==> src/rtl/bus_router_if.sv <==
// CPU-side bus of the router: request, address, access descriptor, write data,
// read data, completion ack and fault qualifier. master = CPU, slave = router.
interface bus_router_if #(
    parameter int PLEN  = 34,
    parameter int XLEN  = 32,
    parameter int ACC_W = 8
) ();
    logic                      mem_cycle;
    logic [PLEN-1:0]           mem_paddr;
    logic [ACC_W-1:0]          mem_access;
    logic [XLEN-1:0]           mem_data_out;
    logic [3:0][XLEN-1:0]      mem_data_in;
    logic                      mem_ack;
    logic                      mem_fault;

    modport master (
        output mem_cycle, mem_paddr, mem_access, mem_data_out,
        input  mem_data_in, mem_ack, mem_fault
    );

    modport slave (
        input  mem_cycle, mem_paddr, mem_access, mem_data_out,
        output mem_data_in, mem_ack, mem_fault
    );
endinterface

==> src/rtl/bus_router.sv <==
// N-way registered router from the CPU bus to NUM_PORTS downstream buses.
// Ports: clk, reset_n (async low), cpu (slave modport), p_* downstream bus, fault_addr/fault_count.
module bus_router #(
    parameter int                   NUM_PORTS      = 4,
    parameter int                   SEL_BITS       = 2,
    parameter int                   SEL_LSB        = 32,
    parameter int                   ADDR_W         = 32,
    parameter logic [NUM_PORTS-1:0] PORT_EN        = '1,
    parameter int                   TIMEOUT_CYCLES = 255,
    parameter int                   PLEN           = 34,
    parameter int                   XLEN           = 32,
    parameter int                   ACC_W          = 8
) (
    input  logic                                clk,
    input  logic                                reset_n,
    bus_router_if.slave                         cpu,
    output logic [NUM_PORTS-1:0]                p_cycle,
    output logic [ADDR_W-1:0]                   p_paddr,
    output logic [ACC_W-1:0]                    p_access,
    output logic [XLEN-1:0]                     p_data_out,
    input  logic [NUM_PORTS-1:0][3:0][XLEN-1:0] p_data_in,
    input  logic [NUM_PORTS-1:0]                p_ack,
    output logic [PLEN-1:0]                     fault_addr,
    output logic [15:0]                         fault_count
);

    localparam int TW = (TIMEOUT_CYCLES > 0) ? $clog2(TIMEOUT_CYCLES + 1) : 1;
    localparam logic [TW-1:0] T_LAST =
        TW'((TIMEOUT_CYCLES > 0) ? TIMEOUT_CYCLES - 1 : 0);

    typedef enum logic [1:0] {S_IDLE, S_BUSY, S_FAULT} state_t;

    state_t              state_q, state_d;
    logic [SEL_BITS-1:0] sel_q, sel_d;
    logic [TW-1:0]       timer_q, timer_d;
    logic [PLEN-1:0]     fault_addr_q, fault_addr_d;
    logic [15:0]         fault_count_q, fault_count_d;

    logic [SEL_BITS-1:0]   idx;
    logic                  mapped;
    logic                  sel_ack;
    logic [3:0][XLEN-1:0]  sel_data;
    logic                  timed_out;

    assign p_paddr     = cpu.mem_paddr[ADDR_W-1:0];
    assign p_access    = cpu.mem_access;
    assign p_data_out  = cpu.mem_data_out;
    assign fault_addr  = fault_addr_q;
    assign fault_count = fault_count_q;

    assign idx = cpu.mem_paddr[SEL_LSB +: SEL_BITS];

    // Loop compare instead of indexing keeps indices beyond NUM_PORTS unmapped.
    always_comb begin
        mapped = 1'b0;
        for (int i = 0; i < NUM_PORTS; i++) begin
            if (idx == SEL_BITS'(i)) mapped = PORT_EN[i];
        end
    end

    always_comb begin
        sel_ack  = 1'b0;
        sel_data = '0;
        for (int i = 0; i < NUM_PORTS; i++) begin
            if (sel_q == SEL_BITS'(i)) begin
                sel_ack  = p_ack[i];
                sel_data = p_data_in[i];
            end
        end
    end

    assign timed_out = (TIMEOUT_CYCLES != 0) && (timer_q == T_LAST);

    always_comb begin
        state_d         = state_q;
        sel_d           = sel_q;
        timer_d         = timer_q;
        fault_addr_d    = fault_addr_q;
        fault_count_d   = fault_count_q;
        p_cycle         = '0;
        cpu.mem_ack     = 1'b0;
        cpu.mem_fault   = 1'b0;
        cpu.mem_data_in = '0;
        unique case (state_q)
            S_IDLE: begin
                if (cpu.mem_cycle) begin
                    if (mapped) begin
                        sel_d   = idx;
                        timer_d = '0;
                        state_d = S_BUSY;
                    end else begin
                        state_d = S_FAULT;
                    end
                end
            end
            S_BUSY: begin
                for (int i = 0; i < NUM_PORTS; i++) begin
                    p_cycle[i] = (sel_q == SEL_BITS'(i)) && cpu.mem_cycle;
                end
                cpu.mem_ack     = sel_ack;
                cpu.mem_data_in = sel_data;
                // Ack beats abort and timeout so a late slave still completes.
                if (sel_ack) begin
                    state_d = S_IDLE;
                end else if (!cpu.mem_cycle) begin
                    state_d = S_IDLE;
                end else if (timed_out) begin
                    state_d = S_FAULT;
                end else if (TIMEOUT_CYCLES != 0) begin
                    timer_d = timer_q + TW'(1);
                end
            end
            S_FAULT: begin
                cpu.mem_ack   = 1'b1;
                cpu.mem_fault = 1'b1;
                fault_addr_d  = cpu.mem_paddr;
                if (fault_count_q != 16'hFFFF) begin
                    fault_count_d = fault_count_q + 16'd1;
                end
                state_d = S_IDLE;
            end
            default: state_d = S_IDLE;
        endcase
    end

    always_ff @(posedge clk or negedge reset_n) begin
        if (!reset_n) begin
            state_q       <= S_IDLE;
            sel_q         <= '0;
            timer_q       <= '0;
            fault_addr_q  <= '0;
            fault_count_q <= '0;
        end else begin
            state_q       <= state_d;
            sel_q         <= sel_d;
            timer_q       <= timer_d;
            fault_addr_q  <= fault_addr_d;
            fault_count_q <= fault_count_d;
        end
    end

endmodule

==> src/flat_wrapper.sv <==
// flat-port wrapper written by rule: the top's interface ports become plain ports
module bus_router_flat 
#(
    parameter int                   NUM_PORTS      = 4,
    parameter int                   SEL_BITS       = 2,
    parameter int                   SEL_LSB        = 32,
    parameter int                   ADDR_W         = 32,
    parameter logic [NUM_PORTS-1:0] PORT_EN        = '1,
    parameter int                   TIMEOUT_CYCLES = 255,
    parameter int                   PLEN           = 34,
    parameter int                   XLEN           = 32,
    parameter int                   ACC_W          = 8
)
  (clk, reset_n, p_cycle, p_paddr, p_access, p_data_out, p_data_in, p_ack, fault_addr, fault_count, cpu_mem_cycle, cpu_mem_paddr, cpu_mem_access, cpu_mem_data_out, cpu_mem_data_in, cpu_mem_ack, cpu_mem_fault);
  bus_router_if #(.PLEN(PLEN), .XLEN(XLEN), .ACC_W(ACC_W)) cpu_i ();
  input  logic clk;
  input  logic reset_n;
  output logic [NUM_PORTS-1:0] p_cycle;
  output logic [ADDR_W-1:0] p_paddr;
  output logic [ACC_W-1:0] p_access;
  output logic [XLEN-1:0] p_data_out;
  input  logic [NUM_PORTS-1:0][3:0][XLEN-1:0] p_data_in;
  input  logic [NUM_PORTS-1:0] p_ack;
  output logic [PLEN-1:0] fault_addr;
  output logic [15:0] fault_count;
  input wire logic [$bits(cpu_i.mem_cycle)-1:0] cpu_mem_cycle;
  input wire logic [$bits(cpu_i.mem_paddr)-1:0] cpu_mem_paddr;
  input wire logic [$bits(cpu_i.mem_access)-1:0] cpu_mem_access;
  input wire logic [$bits(cpu_i.mem_data_out)-1:0] cpu_mem_data_out;
  output wire logic [$bits(cpu_i.mem_data_in)-1:0] cpu_mem_data_in;
  output wire logic [$bits(cpu_i.mem_ack)-1:0] cpu_mem_ack;
  output wire logic [$bits(cpu_i.mem_fault)-1:0] cpu_mem_fault;
  assign cpu_i.mem_cycle = cpu_mem_cycle;
  assign cpu_i.mem_paddr = cpu_mem_paddr;
  assign cpu_i.mem_access = cpu_mem_access;
  assign cpu_i.mem_data_out = cpu_mem_data_out;
  assign cpu_mem_data_in = cpu_i.mem_data_in;
  assign cpu_mem_ack = cpu_i.mem_ack;
  assign cpu_mem_fault = cpu_i.mem_fault;
  bus_router #(.NUM_PORTS(NUM_PORTS), .SEL_BITS(SEL_BITS), .SEL_LSB(SEL_LSB), .ADDR_W(ADDR_W), .PORT_EN(PORT_EN), .TIMEOUT_CYCLES(TIMEOUT_CYCLES), .PLEN(PLEN), .XLEN(XLEN), .ACC_W(ACC_W)) u_core (.clk(clk), .reset_n(reset_n), .cpu(cpu_i), .p_cycle(p_cycle), .p_paddr(p_paddr), .p_access(p_access), .p_data_out(p_data_out), .p_data_in(p_data_in), .p_ack(p_ack), .fault_addr(fault_addr), .fault_count(fault_count));
endmodule
==> config.mk <==
export PLATFORM = sky130hd
export DESIGN_NAME = bus_router_flat
export DESIGN_NICKNAME = d
export VERILOG_FILES = /design/src/rtl/bus_router_if.sv /design/src/rtl/bus_router.sv /design/src/flat_wrapper.sv
export SDC_FILE = /design/constraint.sdc
export NUM_CORES = 1
export LEC_CHECK = 0
export ABC_AREA = 1
export CORE_AREA = 5 5 324 326
export CTS_CLUSTER_SIZE = 28
export DETAILED_ROUTE_END_ITERATION = 16
export DIE_AREA = 0 0 329 331
export GPL_TIMING_DRIVEN = 0
export PLACE_DENSITY_LB_ADDON = 0.05
export SETUP_SLACK_MARGIN = 0.05
export SKIP_LAST_GASP = 1
export SLEW_MARGIN = 5
export SYNTH_ARGS = -nofsm -noshare
export SYNTH_HDL_FRONTEND = slang
export SYNTH_SLANG_ARGS = --single-unit
==> constraint.sdc <==
create_clock -name clk -period 1.4 [get_ports clk]
set_input_delay 0.14 -clock clk [delete_from_list [all_inputs] [get_ports clk]]
set_output_delay 0.14 -clock clk [all_outputs]
set_load 0.02 [all_outputs]
==> impl_results.md, run 1 <==
* Setup crit start: u_core.sel_q[0]
* Seq pwr share at around 6.3%
* Area Growth Syn to Fin at 161%
* Worst-path clk slew at 0.06 ns
* Die H at ~330 um
* Commonest non-fill, non-tap cell in the layout: clkdlybuf4s50_1
* Mean Syn Cell Area at about 6 um^2
* CP arrival at between 2 and 2.5 ns
* Crit-path max FO at 10
* Share of post-route cells with drive strength above 1 at around 28%
* First-pass GRT wire length at around 110,000 um
* CP Capture Type: primary output
* RSZ-0062 raised after global routing: true
* Combinational share of power at between 80% and 90%
* Place WS at -1.52 ns
* Drt drc at 0
* Dpl hpwl at 73,400 um
* Lkg Pwr at ~7.9 nW
* Placed insts at between 3,000 and 4,000
* I/O Pins at around 850
* Final WS setup at -0.914 ns
* Status: complete, but fails checks
* Fin crit period at 2.31 ns
* Die area at 109,000 um^2
* Total power at between 0.03 and 0.04 W
* Setup crit start kind: flip-flop
* Synthesized net count at roughly 1,900
* Max Fclk at roughly 0.43 GHz
* Sw Ratio at 53.1%
* CTS tree: yes
* Post-synthesis sequential area ratio at around 21%
* Overflow left after global routing at 0
* Relative slew slack at a little under three fifths
* Synth unique cells at 30
* Final setup viols at between 200 and 250
* Max clock buf depth at 2
* # rows at ~120
* Initial antenna violation count at 39
* Most frequent cells in the layout: clkdlybuf4s50_1, nand2_1, buf_4, nand3_1, nor2_1
* Port Buf Inserts at 808
* CTS root buf: clkbuf_16
* Maxcap violations at 0
* Req. time, crit path at about 1.3 ns
* Reg area at ~1600 um^2
* NetSw at between 0.015 and 0.02 W
* Clock buffers created by TritonCTS at 9
* Initial Util at 7.45%
* Worst Hold Class: in2async
* Clock Skew at just over 0.007 ns
* Clk sinks at 62
* Worst slew pin tran at 0.663 ns
* Finished Layout Cells at 3,508
* Setup CP Type: reg2out
* DRT iter0 DRCs at just over 500
* VDD IR max at 0.534 mV
* Placeable Area at roughly 100,000 um^2
* Hold Fails Final Rpt at 0
* Fillers at roughly 11,000
* Final Wtd Congestion at 0.844
* H-tree depth at 3
* Largest net degree at the start of global routing at between 40 and 50
* Hold WS at 0.209 ns
* Int Pwr at between 0.01 and 0.015 W
* Netlist Area Pre-Place at 7550 um^2
* Yosys reg bits at 62
* Slew Limit Fails at 0
* Failing checks: negative setup slack
* Synthesis Warnings at 0
* Skew-Pair Late Insertion Delay at between 0.3 and 0.4 ns
* GRT Resource Usage Total at around 15%
* Post-DRT Antenna Nets at 0
* Vias in the first global route at around 13,000
* Post-Syn Instances at approximately 1,300
* Fin crit share at 165%
* DR vias/cell at 3.56
* DRT Pass-1 Iters at 6
* Multi-input logic area at 5600 um^2
* DR vias at 12,500
* Routed WL at about 87,000 um
* Power per standard cell area at 1580 nW/um^2
* Clock share of power at a little over 7%
* R2r startpoint: u_core.fault_count[0]
* Wirelength per Cell at around 25 um
* Nets at roughly 2,700
* Die Span X at 329 um
## power by group through the flow
stage	Clock, W	Combinational [W]	Sequential [W]
global route	0.00245	0.0290	0.00197
global placement	0	0.0234	0.00196
finish	0.00221	0.0271	0.00196
detailed placement	0	0.0233	0.00196
CTS	0.00241	0.0248	0.00193
floorplan	0	0.0120	0.00194
## flip-flops by register name (all words and copies together) (netlist names)
signal / cells
u_core.state_q: 2
u_core.sel_q: 2
u_core.timer_q: 8
u_core.fault_addr: 34
u_core.fault_count: 16
## area by class of cell
cell class | instances | share of cell area (%)
Timing Repair Buffer | 850 | 42.5
Tap cell | 1368 | 8.67
Multi-Input combinational cell | 936 | 28.4
Antenna cell | 10 | 0.127
Clock buffer | 9 | 1.14
Sequential cell | 62 | 7.88
Buffer | 173 | 9.06
Clock inverter | 7 | 0.253
Inverter | 93 | 2.02
## Yosys cell counts
master,n,area share [%]
a21boi_0,1,0.099
a21oi_1,63,4.2
buf_1,1,0.050
buf_2,26,1.7
buf_4,85,8.4
buf_6,1,0.15
clkbuf_1,59,2.9
clkbuf_2,1,0.066
dfrtp_1,62,21
ha_1,6,0.99
inv_1,85,4.2
inv_2,7,0.35
inv_4,1,0.083
nand2_1,329,16
nand2_2,1,0.083
nand2_4,1,0.15
nand3_1,151,10
nand3_2,3,0.40
nand4_1,3,0.25
nor2_1,151,7.5
nor2_4,1,0.15
nor3_1,4,0.26
nor3_4,1,0.22
o211ai_1,65,6.5
o21ai_0,74,4.9
o21bai_1,1,0.099
o221ai_1,63,7.3
or2_0,1,0.083
xnor2_1,11,1.3
xor2_1,6,0.70
## what timing repair did
item	CTS	global route
setup buffers	10	23
hold endpoints to repair	45	0
endpoints found under the setup margin	277	276
cloned	2	5
pin swaps	3	22
gates resized for setup	552	535
hold buffers	1	0
## worst max-delay path, cell delays in order, from the launching register on
cell      delay (ns)
dfrtp_2         0.42
buf_12          0.14
nand2_4         0.11
buf_6           0.19
buf_6           0.16
o211ai_1        0.57
inv_2           0.05
buf_4           0.17
## final timing paths
kind / slack, ns / endpoint / depth (start not counted)
min in group clk: 0.35 / u_core.fault_addr[24] / 3
min reg2reg: 0.47 / u_core.fault_addr[19] / 2
max reg2reg: -0.23 / u_core.fault_count[11] / 9
min: 0.21 / u_core.fault_count[2] / 2
max in group asynchronous: 0.61 / u_core.sel_q[0] / 3
max: -0.91 / cpu_mem_data_in[38] / 7
## per-stage QoR
stage                     util, %  setup TNS [ns]  cell area (um^2)
after floorplan                 -           -8.19              8090
after global placement       17.6         -357.13             17900
after detailed placement     17.7         -190.26             17900
after CTS                    18.6         -148.03             18900
after global routing         19.5         -132.56             19700
final                        19.5         -108.00             19800
## layer usage
metal	GRT usage (%)	vias to the layer above	part of all wire, %
li1	-	5934	-
met1	16.7	5933	39
met2	27.6	488	51
met3	5.09	83	8.3
met4	1.88	34	1.2
met5	0	-	0.24
## cells by family after synthesis
logic type      count (synthesis)  share of synthesized area [%]
compound gates                267                           23.0
xor+xnor                       17                           1.97
fa+ha+maj                       6                          0.994
buf+inv                       266                           18.0
flops                          62                           20.5
simple gates                  646                           35.4
No activity file was read; power rests on OpenSTA's default activity.
==> inputs of run 2 (changes only) <==
SLEW_MARGIN = 20   (was 5)
==> impl_results.md, run 2 (synthesized netlist as in run 1, its figures left out) <==
* Status: complete, but fails checks
* Failing checks: negative setup slack
* Area Growth Syn to Fin at 151%
* Clock Skew at 0.00988 ns (+0.00267 ns)
* Place WS at -1.51 ns (+0.0131 ns)
* VDD IR max at 0.483 mV (-9.6%)
* Hold Fails Final Rpt at 0 (unchanged)
* Reg2Reg Setup Slack at -0.36 ns (-0.13 ns)
* Clk sinks at 62 (unchanged)
* DR vias/cell at 3.54 (-0.41%)
* I/O Pins at 849 (unchanged)
* Fillers at 11,500 (+0.55%)
* Initial Util at 7.45% (unchanged)
* DRT Pass-1 Iters at 5 (-1)
* Share of post-route cells with drive strength above 1 at 25.9% (-1.8 points)
* Final WS setup at -0.843 ns (+0.0702 ns)
* R2R cell count at 6 (-3)
* Final instance area at 19,000 um^2 (-3.9%)
* CTS root buf: clkbuf_16
* Max Fclk at 0.446 GHz (+3.1%)
* CP arrival at 2.10 ns (-0.07 ns)
* Initial antenna violation count at 36 (-7.7%)
* Overflow left after global routing at 0 (unchanged)
* Max clock buf depth at 2 (unchanged)
* Fin crit period at 2.24 ns (-0.0702 ns)
* Routed WL at 86,400 um (-0.57%)
* Maxcap violations at 0 (unchanged)
* H-tree depth at 3 (unchanged)
* FF-to-FF End: u_core.fault_addr[31]
* Crit-path max FO at 10 (unchanged)
* Worst Hold Class: in2async
* Clock buffers created by TritonCTS at 9 (unchanged)
* Post-DRT Antenna Nets at 0 (unchanged)
* Die Span X at 329 um (unchanged)
* Slowest cell on crit path: dfrtp_2
* Placed cell area at 17,900 um^2 (about the same)
* Buf+Inv Stages, Crit Path at 5 (unchanged)
* # rows at 117 (unchanged)
* CTS tree: yes
* Most frequent cells in the layout: clkdlybuf4s50_1, nand2_1, nand3_1, nor2_1, buf_4
* R2r startpoint: u_core.state_q[0]
* Nets at 2,700 (-0.88%)
* Max reg flops at 34 (unchanged)
* Dpl hpwl at 73,700 um (+0.30%)
* Drt drc at 0 (unchanged)
* Skew-Pair Late Insertion Delay at 0.36 ns (about the same)
* Cell Chain, Critical Path: buf_12 -> inv_2 -> buf_12 -> buf_8 -> nor2_1 -> nor2_1 -> o221ai_1 -> a21oi_2 -> buf_2
* Total power at 0.0293 W (-6.3%)
* Placeable Area at 101,000 um^2 (unchanged)
* Critical path's largest stage delay at 0.46 ns (-0.11 ns)
* Largest net degree at the start of global routing at 41 (-13%)
* Worst slew pin tran at 0.632 ns (-0.0312 ns)
* Die area at 109,000 um^2 (unchanged)
* Setup crit start kind: flip-flop
* CP Capture Type: primary output
* Final Wtd Congestion at 0.844 (unchanged)
* DRT iter0 DRCs at 527 (+1.7%)
* Req. time, crit path at 1.26 ns (about the same)
* Relative slew slack at 57.9% (+2.3 points)
* Port Buf Inserts at 808 (unchanged)
* RSZ-0062 raised after global routing: true
* Commonest non-fill, non-tap cell in the layout: clkdlybuf4s50_1
* Hold WS at 0.342 ns (+0.133 ns)
* First-pass GRT wire length at 112,000 um (-0.78%)
* Wirelength per Cell at 24.8 um (+0.11%)
* Die H at 331 um (unchanged)
* Fin crit share at 160% (-5.0 points)
* Final setup viols at 276 (+15%)
* Power per standard cell area at 1550 nW/um^2 (-2.5%)
* DR vias at 12,300 (-1.1%)
* Worst-path clk slew at 0.07 ns (about the same)
* Slew Limit Fails at 0 (unchanged)
* Lkg Pwr at 7.63 nW (-3.5%)
* Setup CP Type: reg2out
* Setup tns final at -122.80 ns (-14.80 ns)
* GRT Resource Usage Total at 14.7% (-0.087 points)
* Family with the most delay on the worst path: buffers and inverters
* Vias in the first global route at 12,700 (-0.66%)
==> run 2: changes by cell type in the layout (fill, tap and decap cells not counted), sizes merged <==
cell	before	now
inv	93	94
clkdlybuf4s50	673	674
clkdlybuf4s15	7	4
clkbuf	83	105
buf	266	223
bufinv	0	1
dlygate4sd2	1	0
clkinvlp	3	1
==> run 2: where the power goes <==
| part | total [W] | switching, W | internal (W) |
|---|---|---|---|
| Combinational | 0.0250 | 0.0150 | 0.0100 |
| Sequential | 0.00194 | 0.0000826 | 0.00186 |
| Clock | 0.00242 | 0.00103 | 0.00139 |
| Total | 0.0293 | 0.0161 | 0.0133 |
==> run 2: metal layers <==
layer	vias up	routed length (um)	share of wire (%)	track usage, %
li1	5893	-	-	-
met1	5825	33400	39	16.5
met2	497	44000	51	27.1
met3	89	7750	9.0	5.50
met4	32	1010	1.2	2.24
met5	-	201	0.23	0
==> run 2: what timing repair did <==
action / 4_1_cts / 5_1_grt
setup endpoints to repair: 277 / 276
resized for setup: 470 / 442
pin swaps: 2 / 6
gates cloned: 1 / 4
hold endpoints to repair: 39 / 0
buffers inserted: 4 / 8
hold buffers: 1 / 0
==> run 2: final cells by class <==
class	count	area [um^2]	share of cell area [%]
tap	1368	1710	9.02
inverter	93	372	1.96
multi-input combinational	936	5480	28.8
buffer	172	1550	8.17
antenna	10	25.0	0.132
sequential	62	1560	8.19
clock buffer	9	225	1.19
clock inverter	7	73.8	0.389
timing repair buffer	827	7990	42.1
==> run 2: through the flow <==
stage | std cells | util, %
after floorplan | 1264 | -
after global placement | 3440 | 17.6
after detailed placement | 3441 | 17.6
after CTS | 3463 | 18.3
after global routing | 3480 | 18.7
final | 3484 | 18.7
==> run 2: worst max-delay path by stage <==
stage / startpoint / to / slack [ns] / cells past startpoint
3_3_place_gp: reset_n / u_core.fault_count[0] / -3.00 / 1
6_report: u_core.sel_q[0] / cpu_mem_data_in[69] / -0.84 / 9
2_1_floorplan: u_core.state_q[1] / cpu_mem_data_in[100] / -0.1 / 6
3_5_place_dp: u_core.sel_q[0] / cpu_mem_data_in[69] / -1.51 / 7
5_1_grt: u_core.sel_q[0] / cpu_mem_data_in[38] / -0.93 / 9
4_1_cts: u_core.sel_q[0] / cpu_mem_data_in[99] / -0.98 / 8
